$ cat config.mk
export PLATFORM = sky130hd
export DESIGN_NAME = spi_mult_master
export DESIGN_NICKNAME = d
export VERILOG_FILES = /design/src/rtl/spi_mult_master.sv
export SDC_FILE = /design/constraint.sdc
export NUM_CORES = 1
export LEC_CHECK = 0
export CAP_MARGIN = 40
export CORE_ASPECT_RATIO = 0.5
export CORE_MARGIN = 2
export CORE_UTILIZATION = 40
export CTS_CLUSTER_SIZE = 25
export DETAILED_ROUTE_END_ITERATION = 12
export PLACE_DENSITY = 0.65
export SLEW_MARGIN = 20
export SYNTH_ARGS = -nofsm -noshare
export SYNTH_HDL_FRONTEND = slang
export SYNTH_SLANG_ARGS = --single-unit
$ cat constraint.sdc
create_clock -name clk -period 4.4 [get_ports clk]
set_input_delay 0.44 -clock clk [delete_from_list [all_inputs] [get_ports clk]]
set_output_delay 0.44 -clock clk [all_outputs]
set_load 0.05 [all_outputs]
$ cat src/rtl/spi_mult_master.sv
// -----------------------------------------------------------------------------
// spi_mult_master
//   SPI initiator (mode 0) for the serial multiplier peripheral. On an accepted
//   start it raises cs, shifts {a,b} out MSB first on mosi, lets sclk run for
//   GAP_BITS idle periods while the peripheral computes, then shifts the
//   2*WIDTH-bit product in from miso and presents it on result with a one-clock
//   done pulse.
//
// Ports
//   clk      in   system clock, all state changes on posedge
//   reset_n  in   asynchronous active-low reset
//   start    in   transfer request, only looked at in IDLE
//   a, b     in   operands, latched on the accepting edge
//   busy     out  high from the accepting edge until done
//   done     out  one-clock pulse when result is valid
//   result   out  product, held until the next done
//   sclk     out  serial clock, idles low
//   cs       out  active-high chip select
//   mosi     out  serial data to the peripheral, MSB first
//   miso     in   serial data from the peripheral, MSB first
// -----------------------------------------------------------------------------
module spi_mult_master #(
    parameter int WIDTH     = 4,
    parameter int SCLK_HALF = 10,
    parameter int GAP_BITS  = 2
) (
    input  logic                 clk,
    input  logic                 reset_n,
    input  logic                 start,
    input  logic [WIDTH-1:0]     a,
    input  logic [WIDTH-1:0]     b,
    output logic                 busy,
    output logic                 done,
    output logic [2*WIDTH-1:0]   result,
    output logic                 sclk,
    output logic                 cs,
    output logic                 mosi,
    input  logic                 miso
);

    localparam int PW      = 2 * WIDTH;
    localparam int CNT_MAX = (PW > GAP_BITS) ? PW : GAP_BITS;
    localparam int CW      = $clog2(CNT_MAX + 1);
    localparam int DW      = $clog2(SCLK_HALF);

    localparam logic [DW-1:0] DIV_LAST = DW'(SCLK_HALF - 1);
    localparam logic [CW-1:0] CNT_PW   = CW'(PW);
    localparam logic [CW-1:0] CNT_GAP  = CW'(GAP_BITS);

    typedef enum logic [1:0] {
        ST_IDLE = 2'd0,
        ST_SEND = 2'd1,
        ST_GAP  = 2'd2,
        ST_RECV = 2'd3
    } state_t;

    state_t          state_r;
    state_t          next_state_s;

    logic [DW-1:0]   div_r;
    logic [CW-1:0]   bit_cnt_r;
    // tx holds only the bits not yet on mosi; the MSB goes straight to mosi.
    logic [PW-2:0]   tx_r;
    logic [PW-1:0]   rx_r;
    logic [PW-1:0]   result_r;
    logic [PW-1:0]   ab_s;
    logic            busy_r;
    logic            done_r;
    logic            sclk_r;
    logic            cs_r;
    logic            mosi_r;

    logic            tick_s;
    logic            rise_s;
    logic            fall_s;
    logic            last_s;

    assign ab_s   = {a, b};
    assign busy   = busy_r;
    assign done   = done_r;
    assign result = result_r;
    assign sclk   = sclk_r;
    assign cs     = cs_r;
    assign mosi   = mosi_r;

    // Divider terminal count and the sclk edge it produces this clock.
    always_comb begin
        tick_s = 1'b0;
        rise_s = 1'b0;
        fall_s = 1'b0;
        if ((state_r != ST_IDLE) && (div_r == DIV_LAST)) begin
            tick_s = 1'b1;
            rise_s = ~sclk_r;
            fall_s = sclk_r;
        end else begin
            tick_s = 1'b0;
        end
    end

    // Phase end: falling edge after the last counted rise of the current phase.
    always_comb begin
        last_s = 1'b0;
        case (state_r)
            ST_SEND: last_s = fall_s && (bit_cnt_r == CNT_PW);
            ST_GAP:  last_s = fall_s && (bit_cnt_r == CNT_GAP);
            ST_RECV: last_s = fall_s && (bit_cnt_r == CNT_PW);
            default: last_s = 1'b0;
        endcase
    end

    // Next-state logic for the transfer sequence.
    always_comb begin
        next_state_s = state_r;
        case (state_r)
            ST_IDLE: begin
                if (start) begin
                    next_state_s = ST_SEND;
                end else begin
                    next_state_s = ST_IDLE;
                end
            end
            ST_SEND: begin
                if (last_s) begin
                    next_state_s = ST_GAP;
                end else begin
                    next_state_s = ST_SEND;
                end
            end
            ST_GAP: begin
                if (last_s) begin
                    next_state_s = ST_RECV;
                end else begin
                    next_state_s = ST_GAP;
                end
            end
            ST_RECV: begin
                if (last_s) begin
                    next_state_s = ST_IDLE;
                end else begin
                    next_state_s = ST_RECV;
                end
            end
            default: next_state_s = ST_IDLE;
        endcase
    end

    // State register.
    always_ff @(posedge clk or negedge reset_n) begin
        if (!reset_n) begin
            state_r <= ST_IDLE;
        end else begin
            state_r <= next_state_s;
        end
    end

    // Divider, shift registers, bit counter and registered outputs.
    always_ff @(posedge clk or negedge reset_n) begin
        if (!reset_n) begin
            div_r     <= {DW{1'b0}};
            bit_cnt_r <= {CW{1'b0}};
            tx_r      <= {(PW-1){1'b0}};
            rx_r      <= {PW{1'b0}};
            result_r  <= {PW{1'b0}};
            busy_r    <= 1'b0;
            done_r    <= 1'b0;
            sclk_r    <= 1'b0;
            cs_r      <= 1'b0;
            mosi_r    <= 1'b0;
        end else begin
            done_r <= 1'b0;

            if (state_r == ST_IDLE) begin
                div_r     <= {DW{1'b0}};
                bit_cnt_r <= {CW{1'b0}};
                sclk_r    <= 1'b0;
            end else if (tick_s) begin
                div_r  <= {DW{1'b0}};
                sclk_r <= ~sclk_r;
            end else begin
                div_r <= div_r + {{(DW-1){1'b0}}, 1'b1};
            end

            case (state_r)
                ST_IDLE: begin
                    if (start) begin
                        tx_r   <= ab_s[PW-2:0];
                        rx_r   <= {PW{1'b0}};
                        mosi_r <= ab_s[PW-1];
                        cs_r   <= 1'b1;
                        busy_r <= 1'b1;
                    end
                end
                ST_SEND: begin
                    if (rise_s) begin
                        bit_cnt_r <= bit_cnt_r + {{(CW-1){1'b0}}, 1'b1};
                    end
                    if (last_s) begin
                        mosi_r    <= 1'b0;
                        bit_cnt_r <= {CW{1'b0}};
                    end else if (fall_s) begin
                        mosi_r <= tx_r[PW-2];
                        tx_r   <= {tx_r[PW-3:0], 1'b0};
                    end
                end
                ST_GAP: begin
                    mosi_r <= 1'b0;
                    if (rise_s) begin
                        bit_cnt_r <= bit_cnt_r + {{(CW-1){1'b0}}, 1'b1};
                    end
                    if (last_s) begin
                        bit_cnt_r <= {CW{1'b0}};
                    end
                end
                ST_RECV: begin
                    if (rise_s) begin
                        rx_r      <= {rx_r[PW-2:0], miso};
                        bit_cnt_r <= bit_cnt_r + {{(CW-1){1'b0}}, 1'b1};
                    end
                    // The final fall closes the frame: sclk is forced low so it
                    // is never high while cs drops.
                    if (last_s) begin
                        result_r  <= rx_r;
                        done_r    <= 1'b1;
                        cs_r      <= 1'b0;
                        busy_r    <= 1'b0;
                        sclk_r    <= 1'b0;
                        div_r     <= {DW{1'b0}};
                        bit_cnt_r <= {CW{1'b0}};
                    end
                end
                default: begin
                    cs_r   <= 1'b0;
                    busy_r <= 1'b0;
                end
            endcase
        end
    end

endmodule

==> flow_summary.ini, run 1 <==
[status]
run_status = finished, final reports clean

[power_and_ir_drop]
p_per_area_nw_per_um2 = 291
ir_drop_v = 0.000138
power.leakage_nw = 1.04

[routing]
ant_nets = 0
first_iter_violations = 57
route.detailed.drc = 0
avgViaCountPerCell = 5.19
via_count = 1406
wl_per_cell_um = 14.2
drt-total-wl_um = 3840
dr.pass1.iters = 4

[yosys]
yosysTopAreaCell = dfrtp_1
synth-seq-cells = 37
synth_edf_count = 0
ys.flop_type = dfrtp_1
ys_warn_count = 0
ys_types = 42
synthCells = 177
avgSynthCellArea_um2 = 11.4
ys_async_sr_fraction_pct = 100
synth_area_um2 = 2020
yosysSeqAreaShare_pct = 45.8
synth_fp_nets = 199
synthTopCellsByArea = dfrtp_1 (46%), mux2_4 (9.6%), ha_1 (6.2%), mux2_2 (3.9%), o221ai_1 (3.5%)
synth_top_area_share_pct = 45.8

[sta]
rsz0062_at_grt = false
max_freq_mhz = 307
report.final.slew_viol_count = 0
period_share_pct = 74.1
fin_skew_ns = 0.0116
worstMarginPinSlew_ns = 0.758
finalCriticalPeriod_ns = 3.26
slew_headroom_pct = 49.4
fin_tns_setup_ns = 0
hold_viol_final = 0
finalSetupViolations = 0

[cells_and_area]
syn2layout_area_growth_pct = 21.5
final_cell_mix = dfrtp_1 (37), clkdlybuf4s50_1 (23), mux2_4 (13)
fin_nets = 222
stdcell_area_um2 = 2460
diodes = 0
instances_no_fill = 271
drive_gt1_share_pct = 17.9
layout_commonest_cell = dfrtp_1

[floorplanning]
die_w_um = 105
io_pins = 25
core.rowCount = 18
initial_utilization_pct = 41.2
die_h_um = 54.3
core_um2 = 4910
fp.dieArea_um2 = 5680

[cts]
clk_latency_ns = 0.29
cts-resized-gates = 0
cts_hold_buf = 0
htreeDepth = 2
cts_root_buffer = clkbuf_8
numCtsBuffers = 5
cts_setup_buffers = 0
cts_tree = done
clock_path_buffers = 2
cts_sinks = 37
path_clk_slew_ns = 0.08

[place]
gp_congestion = 0.802
place_hpwl_um = 2630
io_buffers = 24
dp.cells = 261
post_dp_cell_area_um2 = 2290

[global_route]
antenna_found_initial = 0
overflow = 0
grt_pass1_vias = 1366
grt_max_degree = 38
grt_use_total_pct = 14.8
grt_first_pass_wirelength_um = 6530

[critical_path]
start_kind = register
cp-end-kind = register
cp_data_arrival_time_ns = 3.44
crit_fanout = 22
path_class = register to register
critPathRequiredTime_ns = 4.58

[worst_hold_path]
hp-class = primary input to asynchronous set/reset pin

[run]
cap_viol_max_count = 0
[cell type report]
cell class | instances | area [um^2]
clock buffer | 5 | 68.8
clock inverter | 3 | 65.1
fill | 454 | 2450
inverter | 9 | 33.8
multi-input combinational | 119 | 996
sequential | 37 | 926
tap | 70 | 87.6
timing repair buffer | 28 | 280
[metal layers]
layer,vias up,part of all wire [%],GRT usage (%)
met5,-,0,0
met4,0,1.1,4.67
met3,5,4.7,3.69
met2,30,45,23.6
met1,689,49,20.4
li1,682,-,-
[final timing paths]
| check | cells after the start | end | startpoint | slack, ns |
|---|---|---|---|---|
| max | 10 | result[0] | state_r[0] | 1.14 |
| min | 2 | tx_r[2] | reset_n | 0.50 |
| max reg2reg | 10 | result[0] | state_r[0] | 1.14 |
| min reg2reg | 1 | div_r[0] | div_r[0] | 0.50 |
| max in group asynchronous | 3 | div_r[0] | reset_n | 3.51 |
| min in group clk | 1 | div_r[0] | div_r[0] | 0.50 |
[through the flow]
step	setup WS, ns	total power [mW]	hold WS (ns)	utilization, %
6_report	1.14	0.714	0.495	50.1
2_1_floorplan	1.54	0.350	0.144	-
4_1_cts	1.16	0.715	0.265	49.4
3_5_place_dp	1.19	0.367	0.491	46.7
5_1_grt	0.960	0.733	0.501	50.1
3_3_place_gp	1.37	0.367	0.481	46.7
[logic make-up after synthesis]
family | after synthesis | synth area share, %
xor gates and xnor gates | 5 | 2.16
buffers and inverters | 21 | 5.01
muxes | 24 | 15.6
adders and majority gates | 10 | 6.18
and+or+nand+nor | 46 | 12.7
AOI/OAI and AO/OA | 34 | 12.5
DFF | 37 | 45.8
[critical path, stage by stage (launching register included)]
cell and delay (ns):
dfrtp_1 0.38, inv_1 0.07, ha_1 0.20, buf_4 0.21, nor4bb_1 0.64, ha_1 0.30, or4b_4 0.52, nor2_4 0.15
nand2_2 0.07, inv_2 0.25, mux2_1 0.35
[synthesized netlist by cell type (2+ instances only)]
| cell | number |
|---|---|
| xnor2_1 | 3 |
| a21oi_1 | 2 |
| clkbuf_1 | 7 |
| ha_1 | 10 |
| nand2b_1 | 2 |
| mux2_1 | 2 |
| mux2_2 | 7 |
| o221ai_1 | 8 |
| nor2_1 | 7 |
| nor2b_1 | 10 |
| dfrtp_1 | 37 |
| a22oi_1 | 8 |
| inv_1 | 7 |
| buf_1 | 2 |
| nor3_1 | 7 |
| a31oi_1 | 9 |
| mux2_4 | 13 |
| mux2i_1 | 2 |
| xor2_1 | 2 |
| nand2_1 | 10 |
[power by group]
part | switching (mW) | internal, mW | total, mW
clock | 0.126 | 0.225 | 0.351
combinational | 0.0107 | 0.0123 | 0.0230
sequential | 0 | 0.340 | 0.340
total | 0.137 | 0.577 | 0.714
[registers in the layout, summed over array words and instances (netlist names)]
| register | cells |
|---|---|
| result | 8 |
| rx_r | 8 |
| tx_r | 7 |
| bit_cnt_r | 4 |
| div_r | 4 |
| state_r | 2 |
| cs | 1 |
| done | 1 |
| mosi | 1 |
| sclk | 1 |
Note: power is estimated with default switching activity, not from simulation.
==> run 2: changes to the inputs <==
- clock period: 4.4 -> 3 ns (I/O delays scaled with it)
==> run 2 against run 1 <==
Effect of this change: fmax increased by 19%; worst setup slack got worse by 0.87 ns; register-to-register slack lost 0.87 ns; core utilization down 0.15 points; combinational power is 51% higher; final area fell by 0.31%; via count increased by 1.8%; critical endpoint unchanged; largest power group is now sequential cells.
==> flow_summary.ini, run 2 (synthesis gave the netlist of run 1 again) <==
[worst_hold_path]
hp-class = primary input to asynchronous set/reset pin

[cts]
numCtsBuffers = 5
cts_tree = done
clk_latency_ns = 0.29
clock_path_buffers = 2
cts_sinks = 37
htreeDepth = 2
cts_root_buffer = clkbuf_8
cts-resized-gates = 0
path_clk_slew_ns = 0.07

[global_route]
grt_pass1_vias = 1417
grt_first_pass_wirelength_um = 6670
grt_use_total_pct = 15.2
antenna_found_initial = 0
overflow = 0
grt_max_degree = 38

[critical_path]
crit_fanout = 12
path_class = register to register
critPathRequiredTime_ns = 3.18
start_kind = register
cp_data_arrival_time_ns = 2.91
cp-end-kind = register

[cells_and_area]
instances_no_fill = 273
fin_util_pct = 49.9
final_cell_mix = dfrtp_1 (37), clkdlybuf4s50_1 (23), mux2_4 (13)
diodes = 0
drive_gt1_share_pct = 18.7
layout_commonest_cell = dfrtp_1
fin_nets = 225
stdcell_area_um2 = 2450
fill_cells = 482
syn2layout_area_growth_pct = 21.1

[sta]
finalCriticalPeriod_ns = 2.73
rsz0062_at_grt = false
fin_skew_ns = 0.00990
hold_viol_final = 0
slew_headroom_pct = 66.3
report.final.slew_viol_count = 0
period_share_pct = 90.9
max_freq_mhz = 367
fin_tns_setup_ns = 0
finalSetupViolations = 0
setup_ws_ns = 0.272
worstMarginPinSlew_ns = 0.505

[power_and_ir_drop]
power.leakage_nw = 1.04
ir_drop_v = 0.000179
p_per_area_nw_per_um2 = 388

[status]
run_status = finished, final reports clean

[routing]
route.detailed.drc = 0
first_iter_violations = 53
dr.pass1.iters = 4
wl_per_cell_um = 14.5
ant_nets = 0
via_count = 1432
avgViaCountPerCell = 5.25
drt-total-wl_um = 3950

[floorplanning]
initial_utilization_pct = 41.2
die_h_um = 54.3
io_pins = 25
die_w_um = 105
fp.dieArea_um2 = 5680
core.rowCount = 18
core_um2 = 4910

[place]
dp.cells = 264
dpl_worst_slack_ns = 0.262
gp_congestion = 0.813
io_buffers = 24
place_hpwl_um = 2690
post_dp_cell_area_um2 = 2320

[run]
cap_viol_max_count = 0
-- run 2: cell types whose count changed in the layout (fill, tap and decap cells not counted), sizes merged --
cell / delta
bufinv: -1
buf: +3
-- run 2: final cells by class --
| class | instances | area, um^2 | share of cell area (%) |
|---|---|---|---|
| multi-input cells | 119 | 996 | 40.7 |
| flip-flops and latches | 37 | 926 | 37.8 |
| repair buffers | 31 | 303 | 12.4 |
| well taps | 70 | 87.6 | 3.58 |
| clock buffers | 5 | 68.8 | 2.81 |
| clock inverters | 2 | 35.0 | 1.43 |
| inverters | 9 | 33.8 | 1.38 |
-- run 2: repair_timing --
action                    in CTS  in global routing
hold buffers                   0                  1
hold endpoints to repair       0                 10
setup buffers                  0                  0
-- run 2: metal layers --
metal | up-vias | wire length [um] | GRT usage, %
met4 | 0 | 55 | 5.11
li1 | 687 | - | -
met5 | - | 0 | 0
met1 | 707 | 1970 | 19.8
met3 | 8 | 194 | 4.64
met2 | 30 | 1730 | 25.1
-- run 2: where the power goes --
group	internal, mW	total, mW	switching (mW)
registers	0.498	0.498	0
clock network	0.242	0.417	0.176
logic	0.0189	0.0347	0.0159
total	0.759	0.951	0.192
-- run 2: critical path, cell delays in order, from the launching register on --
cell      delay, ns
dfrtp_1        0.38
inv_1          0.07
ha_1           0.21
nor4bb_1       0.35
ha_1           0.26
or4b_4         0.53
nor2_4         0.15
nand2_2        0.07
inv_2          0.24
mux2_1         0.35
-- run 2: worst paths after layout --
kind	slack [ns]	start	cells past startpoint	end
setup / recovery	0.27	state_r[0]	9	result[0]
hold / removal	0.41	reset_n	2	tx_r[0]
setup reg to reg	0.27	state_r[0]	9	result[0]
hold reg to reg	0.49	div_r[0]	1	div_r[0]
max in group asynchronous	2.16	reset_n	3	result[1]
min in group clk	0.49	div_r[0]	1	div_r[0]
-- run 2: per-stage QoR --
stage / hold WS, ns / total power, mW
2_1_floorplan: 0.00441 / 0.514
3_3_place_gp: 0.445 / 0.539
3_5_place_dp: 0.457 / 0.540
4_1_cts: 0.139 / 0.955
5_1_grt: 0.437 / 0.985
6_report: 0.413 / 0.951
==> run 3: changes to the inputs <==
- CORE_UTILIZATION: 40 -> 55
- PLACE_DENSITY: 0.65 -> 0.83
- clock period: 3 -> 3.02 ns (I/O delays scaled with it)
==> run 3 against run 2 <==
Effect of this change: die area fell by 26%; non-clock buffer count down 2; power rose by 1.8%; first-iteration DRC count is 28% higher; sequential power hardly changed; worst hold slack better by 0.015 ns; sequential share of layout area rose by 0.57 points; critical path type unchanged.
==> flow_summary.ini, run 3 (synthesis gave the netlist of run 1 again) <==
[critical_path]
start_kind = register
critPathRequiredTime_ns = 3.20
cp_data_arrival_time_ns = 2.93
cp-end-kind = register
crit_fanout = 12
path_class = register to register

[floorplanning]
fp.dieArea_um2 = 4210
die_w_um = 89.8
core_um2 = 3470
initial_utilization_pct = 58.3
core.rowCount = 15
die_h_um = 46.9
io_pins = 25

[routing]
wl_met1_um = 1870
wl_per_cell_um = 16.1
dr_wl_met3_um = 182
wl_met2_um = 1980
dr.pass1.iters = 4
top_layer_used = met4
route.detailed.drc = 0
avgViaCountPerCell = 5.71
first_iter_violations = 68
drt-total-wl_um = 4070
ant_nets = 0
via_count = 1444

[sta]
finalCriticalPeriod_ns = 2.76
period_share_pct = 91.2
max_freq_mhz = 363
finalSetupViolations = 0
rsz0062_at_grt = false
fin_skew_ns = 0.00553
report.final.slew_viol_count = 0
fin_tns_setup_ns = 0
slew_headroom_pct = 45.3
hold_viol_final = 0
worstMarginPinSlew_ns = 0.819

[global_route]
grt_use_total_pct = 20.7
grt_pass1_vias = 1388
grt_first_pass_wirelength_um = 6540
overflow = 0
antenna_found_initial = 0
grt_max_degree = 38

[cts]
clock_path_buffers = 2
cts-resized-gates = 0
path_clk_slew_ns = 0.07
htreeDepth = 2
cts_hold_buf = 0
cts_tree = done
cts_setup_buffers = 0
cts_sinks = 37
cts_root_buffer = clkbuf_8
clk_latency_ns = 0.29
numCtsBuffers = 5

[cells_and_area]
final_cell_mix = dfrtp_1 (37), clkdlybuf4s50_1 (24), mux2_4 (13)
multiInputGateArea_um2 = 996
drive_gt1_share_pct = 17.8
diodes = 0
fin_util_pct = 69.5
regArea_um2 = 926
layout_commonest_cell = dfrtp_1
syn2layout_area_growth_pct = 19.3
fill_cells = 252
fin_nets = 223

[place]
gp_congestion = 0.801
io_buffers = 24
place_hpwl_um = 2620

[run]
cap_viol_max_count = 0

[status]
run_status = finished, final reports clean

[power_and_ir_drop]
power.leakage_nw = 1.03
ir_drop_v = 0.000256
p_per_area_nw_per_um2 = 401

[worst_hold_path]
hp-class = primary input to asynchronous set/reset pin
## run 3: layer usage
layer  up-vias  GRT usage (%)
li1        686              -
met1       719           25.1
met2        33           37.1
met3         6           5.94
met4         0           8.31
met5         -              0
## run 3: worst max-delay path, cell delays in order (launching register included)
cell and delay, ns:
dfrtp_1 0.40, inv_1 0.08, ha_1 0.22, nor4bb_1 0.37, ha_1 0.23, or4b_4 0.51
nor2_4 0.15, nand2_2 0.07, inv_2 0.25, mux2_1 0.35
## run 3: per-stage QoR
| step | cells | worst slack [ns] | cell area [um^2] | power, mW | hold slack, ns |
|---|---|---|---|---|---|
| global route | 253 | 0.123 | 2410 | 0.998 | 0.506 |
| detailed placement | 245 | 0.275 | 2300 | 0.537 | 0.494 |
| global placement | 245 | 0.431 | 2300 | 0.536 | 0.475 |
| floorplan | 177 | 0.162 | 2020 | 0.510 | 0.00641 |
| CTS | 253 | 0.244 | 2410 | 0.974 | 0.438 |
| finish | 253 | 0.265 | 2410 | 0.967 | 0.428 |
## run 3: area by class of cell
class                   count  area share (%)
multi-input cells         119            41.3
flip-flops and latches     37            38.4
inverters                   9            1.40
well taps                  51            2.64
repair buffers             29            11.5
clock buffers               7            3.58
clock inverters             1            1.24
## run 3: final timing paths
check                      cells past startpoint  slack, ns          to  startpoint
max                                            9       0.26   result[0]  state_r[0]
min                                            2       0.43     tx_r[1]     reset_n
max reg2reg                                    9       0.26   result[0]  state_r[0]
min reg2reg                                    1       0.51     tx_r[3]     tx_r[3]
max in group asynchronous                      2       2.25  state_r[1]     reset_n
min in group clk                               1       0.51     tx_r[3]     tx_r[3]
## run 3: where the power goes
part / internal, mW / switching (mW)
sequential: 0.495 / 0
combinational: 0.0168 / 0.0152
clock: 0.269 / 0.171
total: 0.781 / 0.186
